[src/rtl/neuron_mac_acc.sv]
// neuron_mac_acc: sequential MAC neuron stage.
// K signed pairs plus bias, rescaled, saturated, optional ReLU.
module neuron_mac_acc #(
  parameter int N     = 8,
  parameter int K     = 4,
  parameter int FRAC  = 4,
  parameter int ACC_W = 20,
  parameter int RELU  = 1
) (
  input  logic                CLK,
  input  logic                RST,
  input  logic                IN_VALID,
  output logic                IN_READY,
  input  logic signed [N-1:0] X,
  input  logic signed [N-1:0] W,
  input  logic signed [N-1:0] BIAS,
  output logic                OUT_VALID,
  input  logic                OUT_READY,
  output logic        [N-1:0] Y,
  output logic                SAT
);

  localparam int CW = (K > 1) ? $clog2(K) : 1;

  localparam logic signed [ACC_W-1:0] RMAX =
    ACC_W'((2 ** (N - 1)) - 1);
  localparam logic signed [ACC_W-1:0] RMIN = ~RMAX;

  if (ACC_W < 2 * N + $clog2(K) + 1) begin : g_accw_chk
    $error("neuron_mac_acc: ACC_W too small");
  end

  typedef enum logic {
    S_ACC,
    S_OUT
  } state_t;

  state_t state, state_n;

  logic signed [ACC_W-1:0] acc;
  logic        [CW-1:0]    cnt;

  logic                    beat;
  logic                    last;
  logic signed [2*N-1:0]   prod;
  logic signed [ACC_W-1:0] prod_x;
  logic signed [ACC_W-1:0] bias_x;
  logic signed [ACC_W-1:0] sum;
  logic signed [ACC_W-1:0] r;
  logic        [N-1:0]     y_n;
  logic                    sat_n;

  always_ff @(posedge CLK or posedge RST) begin
    if (RST) state <= S_ACC;
    else     state <= state_n;
  end

  always_comb begin
    state_n   = state;
    IN_READY  = 1'b0;
    OUT_VALID = 1'b0;
    unique case (state)
      S_ACC: begin
        IN_READY = 1'b1;
        if (IN_VALID && last) state_n = S_OUT;
      end
      S_OUT: begin
        OUT_VALID = 1'b1;
        if (OUT_READY) state_n = S_ACC;
      end
      default: state_n = S_ACC;
    endcase
  end

  assign beat = IN_VALID & IN_READY;
  assign last = (cnt == CW'(K - 1));

  // Full-width signed product, sign-extended into the accumulator.
  always_comb begin
    prod   = $signed({{N{X[N-1]}}, X})
           * $signed({{N{W[N-1]}}, W});
    prod_x = ACC_W'(prod);
    bias_x = ACC_W'(BIAS) <<< FRAC;
    if (cnt == '0) sum = bias_x + prod_x;
    else           sum = acc + prod_x;
    r = sum >>> FRAC;
  end

  always_comb begin
    y_n   = r[N-1:0];
    sat_n = 1'b0;
    if (r > RMAX) begin
      y_n   = RMAX[N-1:0];
      sat_n = 1'b1;
    end else if (r < RMIN) begin
      y_n   = RMIN[N-1:0];
      sat_n = 1'b1;
    end
    // ReLU wins over saturation on the negative side.
    if (RELU != 0 && y_n[N-1]) begin
      y_n   = '0;
      sat_n = 1'b0;
    end
  end

  always_ff @(posedge CLK or posedge RST) begin
    if (RST) begin
      acc <= '0;
      cnt <= '0;
      Y   <= '0;
      SAT <= 1'b0;
    end else if (beat) begin
      acc <= sum;
      if (last) begin
        cnt <= '0;
        Y   <= y_n;
        SAT <= sat_n;
      end else begin
        cnt <= cnt + CW'(1);
      end
    end
  end

endmodule

[config.mk]
export PLATFORM = sky130hd
export DESIGN_NAME = neuron_mac_acc
export DESIGN_NICKNAME = d
export VERILOG_FILES = /design/src/rtl/neuron_mac_acc.sv
export SDC_FILE = /design/constraint.sdc
export NUM_CORES = 1
export LEC_CHECK = 0
export BUFFER_PORTS_ARGS = -buffer_cell sky130_fd_sc_hd__buf_2
export CAP_MARGIN = 10
export CORE_UTILIZATION = 55
export DETAILED_ROUTE_END_ITERATION = 8
export PLACE_DENSITY = 0.77
export SLEW_MARGIN = 20
export SYNTH_ARGS = -nofsm -noshare
export SYNTH_HDL_FRONTEND = slang
export SYNTH_SLANG_ARGS = --single-unit
export TNS_END_PERCENT = 100
[constraint.sdc]
create_clock -name CLK -period 3.2 [get_ports CLK]
set_input_delay 0.64 -clock CLK [delete_from_list [all_inputs] [get_ports CLK]]
set_output_delay 0.64 -clock CLK [all_outputs]
set_load 0.02 [all_outputs]
==> impl_results.md <==
- Setup violators final: 25
- Drt wl/cell: 30.6 µm
- Overall die area: 10400 µm²
- Seq/Total Area, Yosys: 0.141
- Layout net count: 990
- Fraction of layout instances using a drive strength above 1: 0.482
- Violations in the final reports: DRC, setup timing
- Fmax achieved: 0.136 GHz
- Post-synth top flop: sky130_fd_sc_hd__dfrtp_1
- Number of H-tree levels: 2
- Number of placement rows: 36
- CP Data Required Time: roughly 3.4 ns
- Timing startpoint of the critical path: W[4]
- M3 GR Usage: 0.0889
- Max cap viols: 0
- Clock latency on the worst-skew pair: 0.31 ns
- Met1 global-route usage: 0.422
- Gate Count Post-Synth: 635
- Count of synthesis-stage warnings from yosys: 0
- Detailed-route wire length: around 30000 µm
- R2r endpoint: Y[4]
- Clock transition at the register clock pins on the worst setup and hold paths after CTS: 0.08 ns
- Sink count of the clock tree: 31
- Vias per cell: approximately 7.0
- Via count of the first global-routing pass: slightly above 6k
- Total gr overflow: 0
- Element type at the critical path end: flip-flop
- Most used cells in the layout excluding fill and tap cells: sky130_fd_sc_hd__buf_4 (135), sky130_fd_sc_hd__inv_1 (84), sky130_fd_sc_hd__fa_1 (55), sky130_fd_sc_hd__nand2_1 (53), sky130_fd_sc_hd__buf_6 (46)
- Most Crowded Layer GR: met2
- Die height: 102 µm
- First-pass GRT wire length: between 30000 and 40000 µm
- # placed instances: roughly 940
- Skew final: approximately 0.012 ns
- Area added between synthesis and finish: 57.3%
- Data arrival, critical path: between 7 and 8 ns
- CP startpoint kind: input port
- End point of the critical path: Y[4]
- Via total after detailed routing: 6890
- Leading cell type in the layout, fill and taps excluded: sky130_fd_sc_hd__buf_4
- Final setup slack of the worst path: -4.15 ns
- Area of the mapped netlist: 5510 µm²
- Setup TNS: -77.96 ns
- Number of I/O pins: 39
- Finished Layout Cells: between 900 and 1k
- Final max-slew violation count: 0
- Setup repair after global routing missed its margin: true
- Horiz. Die Dim: 102 µm
- Worst Tran Pin Value: between 0.9 and 1 ns
- Antenna violations before repair: 2
- Relative slew margins: 0.384
- Gpl congestion: between 0.9 and 1
- Class of the tightest hold or removal check: in2async
- Largest net degree at the start of global routing: 25
- Hpwl dp: 11900 µm
- Slowest Stage Delay on Critical Path: 0.73 ns
- Slack of the worst reg-to-reg path: -0.26 ns
- Cell at the slowest stage of the critical path: sky130_fd_sc_hd__fa_1
- Detailed-router iteration count before antenna repair: 9
- GRT Util Overall: 0.382
- Final routed DRC violation total: 30
- Final hold violation count: 0
- DRT antenna net count: 0
- Share of synthesized flip-flops with an asynchronous set or reset: 1.00
- Fraction of the cycle the final worst path needs: 2.30
- Violation count after the first detailed-route iteration: 1066
- Port buffer count: 37
- Highest net fanout along the worst path: 8
- Synthesis-stage register bit count: 31
- Per-instance average area after synthesis: roughly 8.7 µm²
- Category of the most critical setup path: in2reg
- Reg2Reg Launch Point: acc[0]
- Total core area: 9730 µm²
- R2R cell count: 12
- Final worst path period need: 7.35 ns
- TritonCTS clock tree: done
- Starting Density: 0.567
- Number of different library cells in the post-synthesis netlist: a little over 70
- Pre-CTS worst setup slack: -3.53 ns
- Synthesized net count: between 700 and 800
- Fraction of met2 tracks used by global routing: 0.659
- Number of enable flip-flop cells after synthesis: 0
- Result of the run: finished with violations
- CTS Buffer Depth: 2
- CTS Buf Count: 5
- Final-layout worst hold slack: approximately 0.29 ns
- Clock Tree Root: sky130_fd_sc_hd__clkbuf_8
- Total of fill cells in the finished design: approximately 360
-- worst max-delay path: cells and delay by family --
family / cells / cell delay (ns)
adder cells (fa/ha/maj): 6 / 3.00
AO/OA/AOI/OAI: 10 / 1.81
buffers and inverters: 8 / 1.07
AND/OR/NAND/NOR: 4 / 0.69
XOR/XNOR: 1 / 0.29
-- cell usage after synthesis, types with 2 or more instances --
cell type,number,share of area
sky130_fd_sc_hd__inv_1,101,0.069
sky130_fd_sc_hd__ha_1,63,0.14
sky130_fd_sc_hd__nand2_1,59,0.040
sky130_fd_sc_hd__fa_1,57,0.21
sky130_fd_sc_hd__and2_1,48,0.054
sky130_fd_sc_hd__a21oi_1,37,0.034
sky130_fd_sc_hd__o21ai_0,33,0.030
sky130_fd_sc_hd__dfrtp_1,31,0.14
sky130_fd_sc_hd__xnor2_1,22,0.035
sky130_fd_sc_hd__nor2_1,21,0.014
sky130_fd_sc_hd__nor2b_1,14,0.016
sky130_fd_sc_hd__a21o_1,10,0.014
sky130_fd_sc_hd__xor2_1,10,0.016
sky130_fd_sc_hd__nor3b_1,9,0.012
sky130_fd_sc_hd__o21ai_1,9,0.0082
sky130_fd_sc_hd__clkbuf_1,8,0.0054
sky130_fd_sc_hd__nor3_1,8,0.0073
sky130_fd_sc_hd__nand3_1,6,0.0054
sky130_fd_sc_hd__a211oi_1,5,0.0068
sky130_fd_sc_hd__mux2_2,5,0.010
sky130_fd_sc_hd__nand2b_1,5,0.0057
sky130_fd_sc_hd__o211ai_1,5,0.0068
sky130_fd_sc_hd__and3_1,4,0.0045
sky130_fd_sc_hd__mux2i_1,4,0.0073
sky130_fd_sc_hd__o21a_1,4,0.0054
sky130_fd_sc_hd__o21bai_1,4,0.0054
sky130_fd_sc_hd__a211o_1,2,0.0032
sky130_fd_sc_hd__a211oi_2,2,0.0045
sky130_fd_sc_hd__a31oi_1,2,0.0023
sky130_fd_sc_hd__and4b_1,2,0.0036
sky130_fd_sc_hd__nand4_1,2,0.0023
sky130_fd_sc_hd__o21ai_4,2,0.0059
sky130_fd_sc_hd__o221ai_1,2,0.0032
sky130_fd_sc_hd__o311a_1,2,0.0036
-- timing repair --
item / in CTS / in global routing
cloned: 0 / 0
gates resized for setup: 128 / 102
pin swaps: 74 / 64
endpoints found under the setup margin: 25 / 25
buffers inserted: 18 / 15
hold buffers: 0 / 0
-- worst min-delay path by stage --
stage / from / to / cells after the start
2_1_floorplan: acc[7] / acc[7] / 2
3_3_place_gp: Y[6] / Y[6] / 2
3_5_place_dp: Y[4] / Y[4] / 2
4_1_cts: RST / acc[17] / 2
5_1_grt: RST / acc[15] / 2
6_report: RST / acc[15] / 2
-- layout make-up --
class / count / area (µm²) / share of cell area
Multi-Input combinational cell: 491 / 5490 / 0.633
Timing Repair Buffer: 211 / 1750 / 0.201
Sequential cell: 31 / 776 / 0.0894
Inverter: 102 / 383 / 0.0441
Tap cell: 133 / 166 / 0.0192
Clock buffer: 7 / 96.3 / 0.0111
Clock inverter: 1 / 7.51 / 0.000865
Antenna cell: 2 / 5.00 / 0.000577
-- registers in the layout, indices dropped and copies added (netlist names) --
name and cells:
cnt 2, Y 7, state 1, acc 20
SAT 1
-- logic make-up after synthesis --
logic type                 count (synthesis)  share of synthesized area
xor gates and xnor gates                  33                     0.0549
adders and majority gates                120                      0.350
muxes                                      9                     0.0175
other                                      1                   0.000680
and+or+nand+nor                          189                      0.184
AOI/OAI and AO/OA                        139                      0.173
DFF                                       31                      0.141
buffers and inverters                    113                     0.0790
-- routing by layer --
metal	up-vias	routed length, µm
li1	2533	-
met1	3174	9020
met2	784	12200
met3	393	4900
met4	6	3660
met5	-	164
-- stage by stage --
step | util | instance area, µm²
global placement | 0.740 | 7200
global route | 0.892 | 8670
CTS | 0.832 | 8100
finish | 0.892 | 8670
detailed placement | 0.740 | 7200
floorplan | - | 5810
Power is left out: the tool's default activity adds up to more than one toggle a clock period on the data nets, which glitch-free logic cannot reach.
